## config.mk

```make
export PLATFORM = sky130hd
export DESIGN_NAME = alu_op_issue
export DESIGN_NICKNAME = d
export VERILOG_FILES = /design/src/rtl/alu_op_issue_pkg.sv /design/src/rtl/alu_op_issue_decode.sv /design/src/rtl/alu_op_issue.sv
export SDC_FILE = /design/constraint.sdc
export NUM_CORES = 1
export LEC_CHECK = 0
export CAP_MARGIN = 20
export CORE_MARGIN = 2
export CORE_UTILIZATION = 53
export DETAILED_ROUTE_END_ITERATION = 16
export GPL_ROUTABILITY_DRIVEN = 0
export PLACE_DENSITY = 0.9
export SLEW_MARGIN = 20
export SYNTH_ARGS = -nofsm -noshare
export SYNTH_HDL_FRONTEND = slang
export SYNTH_SLANG_ARGS = --single-unit
```

## constraint.sdc

```tcl
create_clock -name clk -period 3.8 [get_ports clk]
set_input_delay 0.57 -clock clk [delete_from_list [all_inputs] [get_ports clk]]
set_output_delay 0.57 -clock clk [all_outputs]
set_load 0.02 [all_outputs]
```

## src/rtl/alu_op_issue_pkg.sv

```systemverilog
// Shared ALU control encodings: slice selects, ALUOp/funct codes, decoded control bundle.
package alu_op_issue_pkg;

    // Slice select codes understood by every ALU bit slice
    localparam logic [2:0] SEL_AND = 3'b000;
    localparam logic [2:0] SEL_OR  = 3'b001;
    localparam logic [2:0] SEL_ADD = 3'b010;
    localparam logic [2:0] SEL_SUB = 3'b110;
    localparam logic [2:0] SEL_SLT = 3'b111;

    // ALUOp field from the main control unit
    localparam logic [1:0] ALUOP_ADD   = 2'b00;
    localparam logic [1:0] ALUOP_SUB   = 2'b01;
    localparam logic [1:0] ALUOP_RTYPE = 2'b10;
    localparam logic [1:0] ALUOP_RSVD  = 2'b11;

    // R-type funct codes handled by the ALU
    localparam logic [5:0] FUNCT_ADD = 6'b100000;
    localparam logic [5:0] FUNCT_SUB = 6'b100010;
    localparam logic [5:0] FUNCT_AND = 6'b100100;
    localparam logic [5:0] FUNCT_OR  = 6'b100101;
    localparam logic [5:0] FUNCT_SLT = 6'b101010;

    // Decoded per-op controls, stored alongside the operands
    typedef struct packed {
        logic [2:0] sel;
        logic       binv;
        logic       cin;
        logic       illegal;
    } ctrl_t;

    // Occupancy of the output/skid storage pair
    typedef enum logic [1:0] {
        ST_EMPTY = 2'b00,
        ST_ONE   = 2'b01,
        ST_FULL  = 2'b10
    } state_t;

    localparam ctrl_t CTRL_RESET = '{sel: SEL_ADD, binv: 1'b0, cin: 1'b0, illegal: 1'b0};

    // Subtract and set-less-than both need B inverted plus a carry-in of one
    function automatic ctrl_t make_ctrl(input logic [2:0] sel, input logic illegal);
        ctrl_t c;
        c.sel     = sel;
        c.binv    = (sel == SEL_SUB) || (sel == SEL_SLT);
        c.cin     = (sel == SEL_SUB) || (sel == SEL_SLT);
        c.illegal = illegal;
        return c;
    endfunction

endpackage

```

## src/rtl/alu_op_issue_decode.sv

```systemverilog
// Combinational ALUOp/funct decoder producing slice controls; unknown encodings fall back to ADD.
module alu_op_decode
    import alu_op_issue_pkg::*;
(
    input  logic [1:0] aluop,
    input  logic [5:0] funct,
    output ctrl_t      ctrl
);

    logic [2:0] sel;
    logic       illegal;

    // Map the ALUOp/funct pair onto a slice select, flagging anything unrecognised
    always_comb begin
        sel     = SEL_ADD;
        illegal = 1'b0;
        case (aluop)
            ALUOP_ADD: sel = SEL_ADD;
            ALUOP_SUB: sel = SEL_SUB;
            ALUOP_RTYPE: begin
                case (funct)
                    FUNCT_ADD: sel = SEL_ADD;
                    FUNCT_SUB: sel = SEL_SUB;
                    FUNCT_AND: sel = SEL_AND;
                    FUNCT_OR:  sel = SEL_OR;
                    FUNCT_SLT: sel = SEL_SLT;
                    default:   illegal = 1'b1;
                endcase
            end
            ALUOP_RSVD: illegal = 1'b1;
            default:    illegal = 1'b1;
        endcase
        ctrl = make_ctrl(sel, illegal);
    end

endmodule

```

## src/rtl/alu_op_issue.sv

```systemverilog
// EX-stage issue front end: decodes ops once on entry and holds them in an output register
// plus a single skid register so downstream stalls never drop or duplicate an operation.
module alu_op_issue
    import alu_op_issue_pkg::*;
#(
    parameter int WIDTH = 32,
    parameter int CNT_W = 8
) (
    input  logic             clk,
    input  logic             rst,
    input  logic             in_valid,
    output logic             in_ready,
    input  logic [1:0]       in_aluop,
    input  logic [5:0]       in_funct,
    input  logic [WIDTH-1:0] in_a,
    input  logic [WIDTH-1:0] in_b,
    output logic             out_valid,
    input  logic             out_ready,
    output logic [WIDTH-1:0] out_a,
    output logic [WIDTH-1:0] out_b,
    output logic [2:0]       out_sel,
    output logic             out_binv,
    output logic             out_cin,
    output logic             out_illegal,
    output logic [CNT_W-1:0] illegal_cnt
);

    state_t           state;
    state_t           next_state;
    ctrl_t            in_ctrl;
    ctrl_t            out_ctrl;
    ctrl_t            skid_ctrl;
    logic [WIDTH-1:0] skid_a;
    logic [WIDTH-1:0] skid_b;
    logic             accept;
    logic             fire;
    logic             load_out_in;
    logic             load_out_skid;
    logic             load_skid;

    alu_op_decode u_decode (
        .aluop (in_aluop),
        .funct (in_funct),
        .ctrl  (in_ctrl)
    );

    assign out_valid   = (state != ST_EMPTY);
    assign accept      = in_valid && in_ready;
    assign fire        = out_valid && out_ready;
    assign out_sel     = out_ctrl.sel;
    assign out_binv    = out_ctrl.binv;
    assign out_cin     = out_ctrl.cin;
    assign out_illegal = out_ctrl.illegal;

    // State register; in_ready is registered and drops only while the skid entry is occupied
    always_ff @(posedge clk) begin
        if (rst) begin
            state    <= ST_EMPTY;
            in_ready <= 1'b1;
        end else begin
            state    <= next_state;
            in_ready <= (next_state != ST_FULL);
        end
    end

    // Next-state logic from the input/output handshakes
    always_comb begin
        next_state = state;
        case (state)
            ST_EMPTY: if (accept) next_state = ST_ONE;
            ST_ONE: begin
                if (fire && !accept)      next_state = ST_EMPTY;
                else if (!fire && accept) next_state = ST_FULL;
            end
            ST_FULL:  if (fire) next_state = ST_ONE;
            default:  next_state = ST_EMPTY;
        endcase
    end

    // Datapath load enables; FULL never accepts because in_ready is low there
    always_comb begin
        load_out_in   = 1'b0;
        load_out_skid = 1'b0;
        load_skid     = 1'b0;
        case (state)
            ST_EMPTY: load_out_in = accept;
            ST_ONE: begin
                load_out_in = accept && fire;
                load_skid   = accept && !fire;
            end
            ST_FULL:  load_out_skid = fire;
            default: ;
        endcase
    end

    // Output and skid registers holding operands together with their decoded controls
    always_ff @(posedge clk) begin
        if (rst) begin
            out_a     <= '0;
            out_b     <= '0;
            out_ctrl  <= CTRL_RESET;
            skid_a    <= '0;
            skid_b    <= '0;
            skid_ctrl <= CTRL_RESET;
        end else begin
            if (load_out_in) begin
                out_a    <= in_a;
                out_b    <= in_b;
                out_ctrl <= in_ctrl;
            end else if (load_out_skid) begin
                out_a    <= skid_a;
                out_b    <= skid_b;
                out_ctrl <= skid_ctrl;
            end
            if (load_skid) begin
                skid_a    <= in_a;
                skid_b    <= in_b;
                skid_ctrl <= in_ctrl;
            end
        end
    end

    // Saturating count of illegal encodings accepted at the input
    always_ff @(posedge clk) begin
        if (rst) begin
            illegal_cnt <= '0;
        end else if (accept && in_ctrl.illegal && (illegal_cnt != {CNT_W{1'b1}})) begin
            illegal_cnt <= illegal_cnt + 1'b1;
        end
    end

endmodule
```

==> impl_metrics.env, run 1 <==
export IMPL_status="completed"
export IMPL_ys_flop_type="dfxtp_1"
export IMPL_grt_pass1_vias=5509
export IMPL_synthCells=692
export IMPL_wl_per_cell_um=16.3
export IMPL_fmax_mhz=395
export IMPL_fp_dieArea_mm2=0.0124
export IMPL_clkSlewWorstSetupHoldPaths_ns=0.06
export IMPL_cts_buffer_depth=2
export IMPL_drt_first_pass_iters=7
export IMPL_max_stage_delay_ns=0.67
export IMPL_fin_util=0.733
export IMPL_hold_class="reg2reg"
export IMPL_dp_cells=941
export IMPL_clock_tree_root_cell="clkbuf_16"
export IMPL_p_total_mw=4.09
export IMPL_finalSetupViolCount=0
export IMPL_area_growth_synth_to_final_pct=36.3
export IMPL_worstPathArrival_ns=2.85
export IMPL_clock_sinks=149
export IMPL_cap_viol_max_count=0
export IMPL_async_reset_ff_frac=0
export IMPL_fin_tns_setup_ns=0
export IMPL_hold_viol_final=0
export IMPL_routed_wl_mm=15.9
export IMPL_num_vias=5511
export IMPL_core_area_mm2=0.0113
export IMPL_wl_met3_mm=1.06
export IMPL_avgViaCountPerCell=5.66
export IMPL_die_w_um=111
export IMPL_rsz0062_at_grt="false"
export IMPL_grtUsageTotal=0.258
export IMPL_antenna_found_initial=0
export IMPL_final_max_slew_violation_count=0
export IMPL_top_layer_used="met4"
export IMPL_drc=0
export IMPL_synth_area_mm2=0.00609
export IMPL_crit_required_ns=4.11
export IMPL_diodes=0
export IMPL_crit_fanout=87
export IMPL_ios=156
export IMPL_ctsHtreeMaxLevel=4
export IMPL_placed_cell_area_mm2=0.00766
export IMPL_crit_type="in2reg"
export IMPL_port_buffers=155
export IMPL_drt_initial_drc_count=352
export IMPL_ant_nets=0
export IMPL_synth_distinct_cells=38
export IMPL_start_util=0.538
export IMPL_end_kind="flip-flop"
export IMPL_numCtsBuffers=17
export IMPL_cts_tree="done"
export IMPL_rows=39
export IMPL_grt_max_degree=88
export IMPL_insertion_delay_ns=0.42
export IMPL_tightest_slew_ns=0.884
export IMPL_stdcell_count=973
export IMPL_postSynthAreaPerCell_um2=8.80
export IMPL_slew_headroom=0.411
export IMPL_seq_area_frac_synth=0.490
export IMPL_p_leak_nw=3.40
export IMPL_grt_overflow_total=0
export IMPL_post_cts_repair_setup_buffers=0
export IMPL_powerDensity_mw_per_mm2=493
export IMPL_dp_hpwl_mm=10.3
export IMPL_fin_skew_ns=0.0157
export IMPL_syn_nets=772
export IMPL_cts_resized_gates=0
export IMPL_path_cells="clkdlybuf4s50_1 -> and3b_1 -> nand2_4 -> buf_4 -> nor2_1 -> a211oi_1"
export IMPL_ir_drop_mv=0.334
export IMPL_grt_pass1_wl_mm=26.1
export IMPL_ys_warn_count=0
export IMPL_hold_buffers=0
export IMPL_reg2reg_slack_ns=1.46
export IMPL_cp_buffers_inverters=2
export IMPL_synth_edf_count=0
export IMPL_cp_start_kind="primary input"
export IMPL_fin_crit_sh=0.666
export IMPL_nNetsFinal=897
export IMPL_fin_area_mm2=0.00830
export IMPL_met2_wirelength_mm=7.90
export IMPL_period_needed_ns=2.53
export IMPL_die_h_um=111
export IMPL_drive_above_1_share=0.0602
export IMPL_wl_met1_mm=6.46
export IMPL_slowest_stage="nand2_4"
export IMPL_ys_ff_latch=149
export IMPL_cp_top_family="simple AND/OR/NAND/NOR gates"
-- metal layers --
layer / vias up / track usage
li1: 2656 / -
met1: 2614 / 0.299
met2: 200 / 0.434
met3: 41 / 0.0782
met4: 0 / 0.128
met5: - / 0
-- report_power, final --
group / internal, mW / switching, mW / total, mW
sequential: 1.66 / 0.0550 / 1.71
combinational: 0.286 / 0.318 / 0.603
clock: 1.13 / 0.644 / 1.78
-- worst paths after layout --
kind                 from            to  depth (start not counted)
max              in_valid     out_a[16]                          6
min          skid_ctrl[1]  skid_ctrl[1]                          2
max reg2reg      state[1]     out_a[16]                          5
min reg2reg  skid_ctrl[1]  skid_ctrl[1]                          2
-- sequential cells by signal, summed over array words and instances, names as in the netlist --
signal and cells:
out_illegal 1, illegal_cnt 8, skid_a 32, out_a 32
in_ready 1, skid_b 32, out_sel 3, out_b 32
out_binv 1, state 2, skid_ctrl 5
-- Yosys cell counts (2+ instances only) --
cell type | count | share of area
a21oi_1 | 75 | 0.062
or4_1 | 3 | 0.0037
a211oi_1 | 68 | 0.084
nor2_1 | 73 | 0.045
a41o_1 | 2 | 0.0033
nand2_1 | 136 | 0.084
mux2_2 | 4 | 0.0074
nor4_1 | 3 | 0.0031
nor4b_2 | 2 | 0.0049
nand3_1 | 5 | 0.0041
nor4bb_1 | 2 | 0.0033
nor2b_1 | 6 | 0.0062
mux2i_1 | 68 | 0.11
o21ai_0 | 6 | 0.0049
nand2b_1 | 2 | 0.0021
and3b_1 | 3 | 0.0043
dfxtp_1 | 149 | 0.49
o31ai_1 | 3 | 0.0037
clkbuf_1 | 24 | 0.015
ha_1 | 4 | 0.0082
inv_1 | 7 | 0.0043
o211ai_1 | 2 | 0.0025
buf_1 | 7 | 0.0043
buf_2 | 24 | 0.020
-- cell usage in the layout (no fill, tap or decap), types with 2 or more instances in the layout --
cell type	instances
mux2_2	4
nand2_1	134
clkdlybuf4s50_1	154
buf_4	7
nand2b_1	2
bufinv_16	4
o211ai_1	2
a211oi_1	68
nor4_1	3
ha_1	4
or4_1	3
and3b_1	3
nor4bb_1	2
clkinv_4	2
dfxtp_1	149
clkinv_2	2
clkinvlp_4	4
clkbuf_8	2
buf_12	2
mux2i_1	68
a21oi_1	75
a41o_1	2
nor2b_1	6
o21ai_0	6
nor4b_2	2
clkbuf_16	17
o31ai_1	3
nand3_1	5
nor2_1	73
inv_1	7
-- logic make-up after synthesis --
logic type | share of synthesized area
fa+ha+maj | 0.00822
mux | 0.119
compound gates | 0.166
buf+inv | 0.0462
simple gates | 0.170
flops | 0.490
-- metrics by stage --
stage	hold WS, ns	setup slack (ns)
final	0.456	1.27
after global routing	0.479	1.12
after CTS	0.454	1.32
after detailed placement	0.446	0.907
after global placement	0.441	1.06
after floorplan	0.436	1.77
-- layout make-up --
type,count,area (µm²)
multi-input combinational,479,2840
fill,813,3020
timing repair buffer,163,1630
inverter,7,26.3
tap,143,179
clock buffer,20,457
sequential,149,2980
clock inverter,12,178
-- worst register-to-register path, delay by kind of cell (launching register included) --
family	cells	cell delay (ns)
compound gates	1	0.26
buf+inv	1	0.44
flops	1	0.47
simple gates	3	1.07
Power figures use the tool's default switching activity.
==> run 2: changes to the inputs <==
--- a/config.mk
+++ b/config.mk
@@ -7,10 +7,10 @@
 export LEC_CHECK = 0
 export CAP_MARGIN = 20
 export CORE_MARGIN = 2
-export CORE_UTILIZATION = 53
+export CORE_UTILIZATION = 44
 export DETAILED_ROUTE_END_ITERATION = 16
 export GPL_ROUTABILITY_DRIVEN = 0
-export PLACE_DENSITY = 0.9
+export PLACE_DENSITY = 0.8
 export SLEW_MARGIN = 20
 export SYNTH_ARGS = -nofsm -noshare
 export SYNTH_HDL_FRONTEND = slang
==> constraint.sdc (replaced) <==
create_clock -name clk -period 2.3 [get_ports clk]
set_input_delay 0.345 -clock clk [delete_from_list [all_inputs] [get_ports clk]]
set_output_delay 0.345 -clock clk [all_outputs]
set_load 0.02 [all_outputs]
==> run 2 against run 1 <==
Net effect:
- largest power group is now sequential cells
- clock skew down 0.0092 ns
- critical endpoint is now out_valid
- count of clock-buffer cells in the layout up 2
- global-route usage down 5.5 points
- sequential share of layout area down 0.58 points
- sequential power up 65%
- combinational power up 67%
- first-iteration DRC count down 5.1%
- highest routed layer unchanged
- critical path depth down 4
- via count down 4.2%
==> impl_metrics.env, run 2 (synthesis gave the netlist of run 1 again) <==
export IMPL_dp_hpwl_mm=9.86
export IMPL_final_common_cell="clkdlybuf4s50_1"
export IMPL_wl_per_cell_um=14.6
export IMPL_grt_overflow_total=0
export IMPL_fillerInstances=1160
export IMPL_area_growth_synth_to_final_pct=38.5
export IMPL_period_needed_ns=2.03
export IMPL_start_util=0.454
export IMPL_fin_skew_ns=0.00651
export IMPL_most_common_layout_cells="clkdlybuf4s50_1 (154), dfxtp_1 (149), nand2_1 (134)"
export IMPL_clock_sinks=149
export IMPL_ir_drop_mv=0.435
export IMPL_finalSetupViolCount=0
export IMPL_nNetsFinal=906
export IMPL_ant_nets=0
export IMPL_num_vias=5281
export IMPL_cts_tree="done"
export IMPL_clkSlewWorstSetupHoldPaths_ns=0.06
export IMPL_cp_start_kind="flip-flop"
export IMPL_clock_tree_root_cell="clkbuf_16"
export IMPL_diodes=0
export IMPL_hold_viol_final=0
export IMPL_cts_buffer_depth=2
export IMPL_grt_pass1_vias=5075
export IMPL_status="completed"
export IMPL_core_area_mm2=0.0134
export IMPL_rsz0062_at_grt="false"
export IMPL_fp_dieArea_mm2=0.0148
export IMPL_post_cts_repair_setup_buffers=0
export IMPL_fin_crit_sh=0.881
export IMPL_crit_fanout=7
export IMPL_hold_buffers=0
export IMPL_insertion_delay_ns=0.41
export IMPL_fmax_mhz=494
export IMPL_routed_wl_mm=14.8
export IMPL_cap_viol_max_count=0
export IMPL_slew_headroom=0.642
export IMPL_cp_buffers_inverters=1
export IMPL_max_stage_delay_ns=0.57
export IMPL_grtUsageTotal=0.203
export IMPL_port_buffers=155
export IMPL_cp_top_family="buffers and inverters"
export IMPL_dp_cells=983
export IMPL_final_max_slew_violation_count=0
export IMPL_drt_first_pass_iters=4
export IMPL_grt_pass1_wl_mm=24.3
export IMPL_end_kind="output pin"
export IMPL_tightest_slew_ns=0.524
export IMPL_worstPathArrival_ns=1.68
export IMPL_antenna_found_initial=0
export IMPL_drt_initial_drc_count=334
export IMPL_rows=42
export IMPL_slowest_stage="clkdlybuf4s50_1"
export IMPL_path_cells="or2_2 -> clkdlybuf4s50_1"
export IMPL_fin_util=0.629
export IMPL_die_w_um=122
export IMPL_die_h_um=122
export IMPL_grt_max_degree=71
export IMPL_numCtsBuffers=17
export IMPL_ctsHtreeMaxLevel=4
export IMPL_crit_type="reg2out"
export IMPL_avgViaCountPerCell=5.20
export IMPL_hold_class="in2reg"
export IMPL_hold_ws_ns=0.359
export IMPL_powerDensity_mw_per_mm2=777
export IMPL_crit_required_ns=1.96
export IMPL_p_leak_nw=3.47
export IMPL_stdcell_count=1015
export IMPL_drive_above_1_share=0.0703
export IMPL_drc=0
export IMPL_cts_resized_gates=0
export IMPL_ios=156
-- run 2: worst paths after layout --
kind / from / to / slack [ns] / cells after the start
setup / recovery: state[1] / out_valid / 0.27 / 2
hold / removal: rst / skid_b[14] / 0.36 / 2
setup reg to reg: illegal_cnt[0] / illegal_cnt[5] / 0.55 / 4
hold reg to reg: skid_b[30] / skid_b[30] / 0.45 / 2
-- run 2: layout make-up --
class | count | area, µm² | share of cell area
Sequential cell | 149 | 2980 | 0.354
Tap cell | 176 | 220 | 0.0261
Clock buffer | 22 | 484 | 0.0574
Multi-Input combinational cell | 479 | 2840 | 0.337
Inverter | 7 | 26.3 | 0.00312
Timing Repair Buffer | 172 | 1780 | 0.211
Clock inverter | 10 | 103 | 0.0122
-- run 2: metal layers --
metal  share of wire  vias up  track usage
met5               0        -            0
met4           0.015        0       0.0639
met3           0.059       17       0.0585
met2            0.47      119        0.335
met1            0.46     2467        0.258
li1                -     2678            -
-- run 2: worst reg2reg max path: cells and delay by family (launching register included) --
family                     cells  cell delay (ns)
and+or+nand+nor                1             0.30
DFF                            1             0.35
AOI/OAI and AO/OA              1             0.38
adders and majority gates      1             0.26
muxes                          1             0.35
-- run 2: power by group --
part	total [mW]	leakage (nW)	internal [mW]	switching [mW]
clock network	2.72	0.295	1.70	1.02
registers	2.82	1.22	2.74	0.0869
logic	1.01	1.95	0.494	0.513
total	6.55	3.47	4.93	1.62
-- run 2: stage by stage --
stage	instance area [µm²]	total power, mW	setup TNS [ns]	setup WS [ns]
finish	8430	6.55	0	0.275
global placement	7850	3.87	0	0.00649
CTS	8430	6.62	0	0.257
global route	8430	6.82	0	0.222
floorplan	6090	3.38	0	0.494
detailed placement	7850	3.89	-0.0266	-0.0152
==> run 3: changes to the inputs <==
--- a/config.mk
+++ b/config.mk
@@ -5,7 +5,6 @@
 export SDC_FILE = /design/constraint.sdc
 export NUM_CORES = 1
 export LEC_CHECK = 0
-export CAP_MARGIN = 20
 export CORE_MARGIN = 2
 export CORE_UTILIZATION = 44
 export DETAILED_ROUTE_END_ITERATION = 16
==> results of run 3 <==
The final DEF is identical to that of run 2; final timing and power are the same.
